===== src/rtl/fetch_pkg.sv =====
// Shared constants and the FIFO entry type for the instruction fetch unit.
package fetch_pkg;
    localparam int XLEN = 64;
    localparam int ILEN = 32;
    localparam logic [ILEN-1:0] NOP_INSN = 32'h0000_0013;
    localparam logic [XLEN-1:0] PC_STEP  = 64'd4;

    typedef struct packed {
        logic [XLEN-1:0] pc;
        logic [ILEN-1:0] insn;
    } fetch_entry_t;
endpackage


===== src/rtl/fetch_fifo.sv =====
// Synchronous FIFO of {pc, insn} entries with push, pop and a dominant flush.
module fetch_fifo
    import fetch_pkg::*;
#(
    parameter int DEPTH = 2
) (
    input  logic                       clk,
    input  logic                       reset,
    input  logic                       push,
    input  fetch_entry_t               push_data,
    input  logic                       pop,
    input  logic                       flush,
    output fetch_entry_t               head,
    output logic [$clog2(DEPTH):0]     count,
    output logic                       empty,
    output logic                       full
);
    localparam int AW = $clog2(DEPTH);

    fetch_entry_t   mem [DEPTH];
    logic [AW:0]    rd_ptr;
    logic [AW:0]    wr_ptr;
    logic           do_push;
    logic           do_pop;

    // Pointers carry one extra wrap bit so full and empty are distinguishable.
    assign count   = wr_ptr - rd_ptr;
    assign empty   = (count == '0);
    assign full    = (count == (AW+1)'(DEPTH));
    assign head    = mem[rd_ptr[AW-1:0]];
    assign do_pop  = pop && !empty;
    assign do_push = push && (!full || do_pop);

    always_ff @(posedge clk or negedge reset) begin
        if (!reset) begin
            rd_ptr <= '0;
            wr_ptr <= '0;
        end else if (flush) begin
            rd_ptr <= '0;
            wr_ptr <= '0;
        end else begin
            if (do_pop)  rd_ptr <= rd_ptr + (AW+1)'(1);
            if (do_push) wr_ptr <= wr_ptr + (AW+1)'(1);
        end
    end

    always_ff @(posedge clk) begin
        if (do_push && !flush) mem[wr_ptr[AW-1:0]] <= push_data;
    end
endmodule


===== src/rtl/if_fetch_unit.sv =====
// Fetch stage: owns the PC, issues in-order imem requests, buffers responses for IF/ID.
// Optional macro FETCH_PERF_CNT_EN adds saturating fetch/drop/stall performance counters.
module if_fetch_unit
    import fetch_pkg::*;
#(
    parameter logic [XLEN-1:0] RESET_PC        = 64'h0,
    parameter int              FIFO_DEPTH      = 2,
    parameter int              MAX_OUTSTANDING = 2
) (
    input  logic              clk,
    input  logic              reset,
    output logic              imem_req_valid,
    input  logic              imem_req_ready,
    output logic [XLEN-1:0]   imem_req_addr,
    input  logic              imem_rsp_valid,
    input  logic [ILEN-1:0]   imem_rsp_data,
    input  logic              redirect_valid,
    input  logic [XLEN-1:0]   redirect_pc,
    input  logic              stall,
    input  logic              IFIDWrite,
    output logic [ILEN-1:0]   instruction,
    output logic [XLEN-1:0]   A,
    output logic              fetch_valid
`ifdef FETCH_PERF_CNT_EN
    ,
    output logic [31:0]       perf_fetch_cnt,
    output logic [31:0]       perf_drop_cnt,
    output logic [31:0]       perf_stall_cnt
`endif
);
    localparam int OW = $clog2(MAX_OUTSTANDING + 1);
    localparam int CW = $clog2(FIFO_DEPTH) + 1;
    localparam int SW = ((OW > CW) ? OW : CW) + 1;
    localparam int PW = (MAX_OUTSTANDING > 1) ? $clog2(MAX_OUTSTANDING) : 1;

    logic              fetch_en;
    logic [XLEN-1:0]   pc;
    logic [OW-1:0]     outstanding;
    logic [OW-1:0]     outstanding_next;
    logic [OW-1:0]     drop_cnt;
    logic [PW-1:0]     pcq_wr;
    logic [PW-1:0]     pcq_rd;
    logic [XLEN-1:0]   pcq [MAX_OUTSTANDING];
    logic [SW-1:0]     credit_sum;
    logic              req_fire;
    logic              rsp_keep;
    logic              consume;
    fetch_entry_t      fifo_push_data;
    fetch_entry_t      fifo_head;
    logic [CW-1:0]     fifo_count;
    logic              fifo_empty;
    logic              fifo_full;

    function automatic logic [PW-1:0] next_ptr(input logic [PW-1:0] p);
        return (p == PW'(MAX_OUTSTANDING - 1)) ? '0 : p + PW'(1);
    endfunction

    // fetch_en keeps the request channel idle while reset is asserted.
    assign credit_sum       = SW'(outstanding) + SW'(fifo_count);
    assign imem_req_valid   = fetch_en && !fifo_full && (credit_sum < SW'(FIFO_DEPTH))
                              && (outstanding < OW'(MAX_OUTSTANDING));
    assign imem_req_addr    = pc;
    assign req_fire         = imem_req_valid && imem_req_ready;
    assign outstanding_next = outstanding + OW'(req_fire) - OW'(imem_rsp_valid);
    assign rsp_keep         = imem_rsp_valid && (drop_cnt == '0) && !redirect_valid;
    assign fifo_push_data   = '{pc: pcq[pcq_rd], insn: imem_rsp_data};

    assign fetch_valid = !fifo_empty;
    assign consume     = fetch_valid && !stall && IFIDWrite;
    assign instruction = fifo_empty ? NOP_INSN : fifo_head.insn;
    assign A           = fifo_empty ? '0 : fifo_head.pc;

    // The PC queue is never flushed: it pairs every response, kept or dropped, with its address.
    always_ff @(posedge clk or negedge reset) begin
        if (!reset) begin
            fetch_en    <= 1'b0;
            pc          <= RESET_PC;
            outstanding <= '0;
            drop_cnt    <= '0;
            pcq_wr      <= '0;
            pcq_rd      <= '0;
        end else begin
            fetch_en    <= 1'b1;
            outstanding <= outstanding_next;
            if (req_fire)       pcq_wr <= next_ptr(pcq_wr);
            if (imem_rsp_valid) pcq_rd <= next_ptr(pcq_rd);
            if (redirect_valid) begin
                pc       <= {redirect_pc[XLEN-1:2], 2'b00};
                drop_cnt <= outstanding_next;
            end else begin
                if (req_fire) pc <= pc + PC_STEP;
                if (imem_rsp_valid && (drop_cnt != '0)) drop_cnt <= drop_cnt - OW'(1);
            end
        end
    end

    always_ff @(posedge clk) begin
        if (req_fire) pcq[pcq_wr] <= pc;
    end

    fetch_fifo #(
        .DEPTH(FIFO_DEPTH)
    ) u_fifo (
        .clk      (clk),
        .reset    (reset),
        .push     (rsp_keep),
        .push_data(fifo_push_data),
        .pop      (consume && !redirect_valid),
        .flush    (redirect_valid),
        .head     (fifo_head),
        .count    (fifo_count),
        .empty    (fifo_empty),
        .full     (fifo_full)
    );

`ifdef FETCH_PERF_CNT_EN
    function automatic logic [31:0] sat_inc(input logic [31:0] v);
        return (v == 32'hFFFF_FFFF) ? v : v + 32'd1;
    endfunction

    always_ff @(posedge clk or negedge reset) begin
        if (!reset) begin
            perf_fetch_cnt <= '0;
            perf_drop_cnt  <= '0;
            perf_stall_cnt <= '0;
        end else begin
            if (consume) perf_fetch_cnt <= sat_inc(perf_fetch_cnt);
            if (imem_rsp_valid && ((drop_cnt != '0) || redirect_valid))
                perf_drop_cnt <= sat_inc(perf_drop_cnt);
            if (fetch_valid && stall) perf_stall_cnt <= sat_inc(perf_stall_cnt);
        end
    end
`endif
endmodule

===== config.mk =====
export PLATFORM = sky130hd
export DESIGN_NAME = if_fetch_unit
export DESIGN_NICKNAME = d
export VERILOG_FILES = /design/src/rtl/fetch_pkg.sv /design/src/rtl/fetch_fifo.sv /design/src/rtl/if_fetch_unit.sv
export SDC_FILE = /design/constraint.sdc
export NUM_CORES = 1
export LEC_CHECK = 0
export CAP_MARGIN = 20
export CELL_PAD_IN_SITES_DETAIL_PLACEMENT = 1
export CELL_PAD_IN_SITES_GLOBAL_PLACEMENT = 2
export CORE_MARGIN = 5
export CORE_UTILIZATION = 49
export CTS_BUF_LIST = sky130_fd_sc_hd__clkbuf_4 sky130_fd_sc_hd__clkbuf_8
export DETAILED_ROUTE_END_ITERATION = 10
export DONT_BUFFER_PORTS = 1
export PLACE_DENSITY_LB_ADDON = 0.05
export SKIP_CTS_REPAIR_TIMING = 1
export SYNTH_ARGS = -nofsm -noshare
export SYNTH_HDL_FRONTEND = slang
export SYNTH_SLANG_ARGS = --single-unit

===== constraint.sdc =====
create_clock -name clk -period 10 [get_ports clk]
set_input_delay 3 -clock clk [delete_from_list [all_inputs] [get_ports clk]]
set_output_delay 3 -clock clk [all_outputs]
set_load 0.02 [all_outputs]

==> reports/results.tsv <==
metric	value	unit
Synth warnings	0	
sequential area share after synthesis	69.7	%
Routed Antenna Nets	0	
Final period util	70.2	%
Fin Setup TNS	0	ps
Pre-antenna DRT Iters	5	
CTS HTree Levels	3	
CP Cell Sequence	ha_1, xor3_2, nor2_4, buf_4, inv_1, nand2_1	
IO Count	265	
vias in the first global route	10200	
TritonCTS Buffers	66	
floorplan row count	66	
outcome	finished clean	
slowest stage cell, crit path	dfrtp_4	
Total Routing Usage GR	21.6	%
largest net degree at the start of global routing	129	
routed via count	9403	
mapped cell area	0.0161	mm2
worst skew pair latency	590	ps
WP data required	7000	ps
Hold Crit Class	reg -> reg	
Power Internal	2.97	mW
Overflow after GRT	0	
drc violations	0	
Routed WL	39.6	mm
WL/cell	24.0	um
top cell type's share of synthesized area	58.3	%
Buf/Inv on CP	2	
post-synth top area cell	edfxtp_1	
leakage power figure	5.86	nW
Synth cell types	51	
Rel. slew slack	27.1	%
hold depth	1	
max-cap violation count	0	
Worst Skew	28.3	ps
startpoint types	register	
min cycle time layout	7020	ps
clock sinks	385	
I/O Buffers	0	
clk slew on worst S/H paths	60	ps
Comb power frac	18.5	%
DIE AREA	0.0365	mm2
mean area per synthesized cell	14.2	um2
post-synthesis async set-or-reset flop share	19.0	%
Crit path largest cell delay	900	ps
Least-Margin Pin Slew	1090	ps
RSZ-0062 raised after global routing	no	
final hold violations	0	
Core ar.	0.0325	mm2
Via-to-Cell Ratio	5.71	
Final Max Slew Viols	0	
Critical Path Stages	6	
sequential power share	49.9	%
CP Capture Type	output pin	
Root Buffer	clkbuf_8	
maximum clock frequency	142	MHz
Power per Cell Area	244	mW/mm2
nets	1261	
Syn-to-layout area delta	10.5	%
dpl hpwl	25.0	mm
CTS tree	done	
Setup CP Type	reg -> out	
clock share of power	31.5	%
Die H	191	um
fraction of layout cells with a size suffix above 1	16.4	%
Pwr Total	4.34	mW
Synth area leaders	edfxtp_1, dfrtp_1, mux2i_1	
sw power	1.38	mW
RePlAce Congestion	0.765	
delay-heaviest family, CP	buffers and inverters	
Starting Density	49.5	%
Worst Path Max Fanout	78	
clock buffer depth	3	
CP arrival	4020	ps
cells after synthesis	1134	
switching portion of total power	31.7	%
EDFF count, synth	312	
Final setup viols	0	
prevailing post-synth register cell	edfxtp_1	
R2R cell count	9	
initial antenna violation count	6	
Peak VDD IR	0.148	mV
first-pass GRT wire length	60.4	mm
Detailed Route Iter0 Violations	450	
Die X	191	um
Synth Register Bits	385	
worst reg2reg max path: cells and delay by family, from the launching register on:
kind	cells	cell delay, ps
AO/OA/AOI/OAI	1	810
buffers and inverters	3	1150
adder cells (fa/ha/maj)	2	800
AND/OR/NAND/NOR	2	870
XOR/XNOR	1	300
flip-flops	1	900
through the flow:
stage               utilization [%]  std cells  instance area, um2  hold slack (ps)  setup WS (ps)
finish                         54.7       1648               17800              523           2980
global route                   54.7       1648               17800              551           2710
CTS                            54.7       1646               17800              531           2780
detailed placement             50.8       1526               16500              523           3410
global placement               50.8       1526               16500              501           3490
floorplan                         -       1137               16100              460           3300
synthesized netlist by cell type, types with 6 or more instances:
master,count
xnor2_1,17
a31oi_1,14
o21ai_0,29
and3_1,9
dfrtp_1,73
nor2b_1,20
mux2_2,63
buf_1,14
nand3_1,42
edfxtp_1,312
mux2i_1,108
a22oi_1,12
or3_1,10
xor2_1,13
nor2_1,121
clkbuf_1,40
a21oi_1,6
o21ai_1,9
nor3_1,11
nor4_1,14
nand2_1,80
inv_1,14
or4_1,17
and4_1,6
nand4_1,29
cell families (layout without fill, tap and decap cells):
group           count (synthesis)  after routing  share of synthesized area, %
mux                           171            171                          11.1
simple gates                  377            377                          11.6
flops                         385            385                          69.7
buf+inv                        77            144                          1.92
xor+xnor                       31             31                          1.79
compound gates                 85             85                          3.34
other cells                     2              7                        0.0467
fa+ha+maj                       6              6                         0.514
routing by layer:
metal / global-route usage [%] / share of wire [%] / vias up
met1: 27.6 / 42 / 4773
li1: - / - / 4292
met5: 0 / 0.11 / -
met4: 6.71 / 2.0 / 8
met2: 34.8 / 47 / 277
met3: 7.63 / 8.4 / 53
path summary, 6_finish.rpt:
check                                                   from                       endpoint  slack [ps]
worst max-delay path            u_fifo.rd_ptr[0]$_DFFE_PN0P_                 instruction[0]        2980
worst min-delay path                outstanding[1]$_DFF_PN0_       outstanding[1]$_DFF_PN0_         520
worst max register to register  u_fifo.rd_ptr[0]$_DFFE_PN0P_           pcq[0][29]$_DFFE_PP_        4760
worst min register to register      outstanding[1]$_DFF_PN0_       outstanding[1]$_DFF_PN0_         520
max in group asynchronous                              reset   u_fifo.rd_ptr[0]$_DFFE_PN0P_        7710
min in group asynchronous                              reset  imem_req_addr[42]$_DFFE_PN0P_        2120
power by group through the flow:
stage	Combinational [mW]	Sequential [mW]	Clock [mW]
2_1_floorplan	0.717	2.09	0
3_3_place_gp	0.800	2.20	0
3_5_place_dp	0.825	2.20	0
4_1_cts	0.827	2.17	1.41
5_1_grt	0.878	2.19	1.50
6_report	0.804	2.17	1.37
sequential cells by signal (all words and copies together) (netlist names):
register and cells:
outstanding 2, pcq 124, drop_cnt 2, u_fifo.rd_ptr 2, fetch_en 1, pcq_wr 1
imem_req_addr 62, u_fifo.mem 188, u_fifo.wr_ptr 2, pcq_rd 1
cells in the final DEF, fill, tap and decap left out, types with 6 or more instances in the layout:
master,instances
edfxtp_1,312
nor2_1,119
mux2i_1,108
nand2_1,80
dfrtp_1,71
clkbuf_8,68
mux2_2,63
nand3_1,42
clkbuf_4,32
nand4_1,29
o21ai_0,29
nor2b_1,20
xnor2_1,17
or4_1,17
inv_1,14
nor4_1,14
a31oi_1,14
xor2_1,13
a22oi_1,12
clkinv_1,11
nor3_1,11
or3_1,10
and3_1,9
o21ai_1,9
buf_4,8
a21oi_1,6
and4_1,6
area by class of cell:
class                           count  area (um2)
Antenna cell                        2        5.00
Clock buffer                      100        1180
Clock inverter                     20         104
Fill cell                        3183       14700
Inverter                           16        60.1
Multi-Input combinational cell    675        4600
Sequential cell                   385       11200
Tap cell                          442         553
Timing Repair Buffer                8        60.1
(Power assumes the default switching activity.)
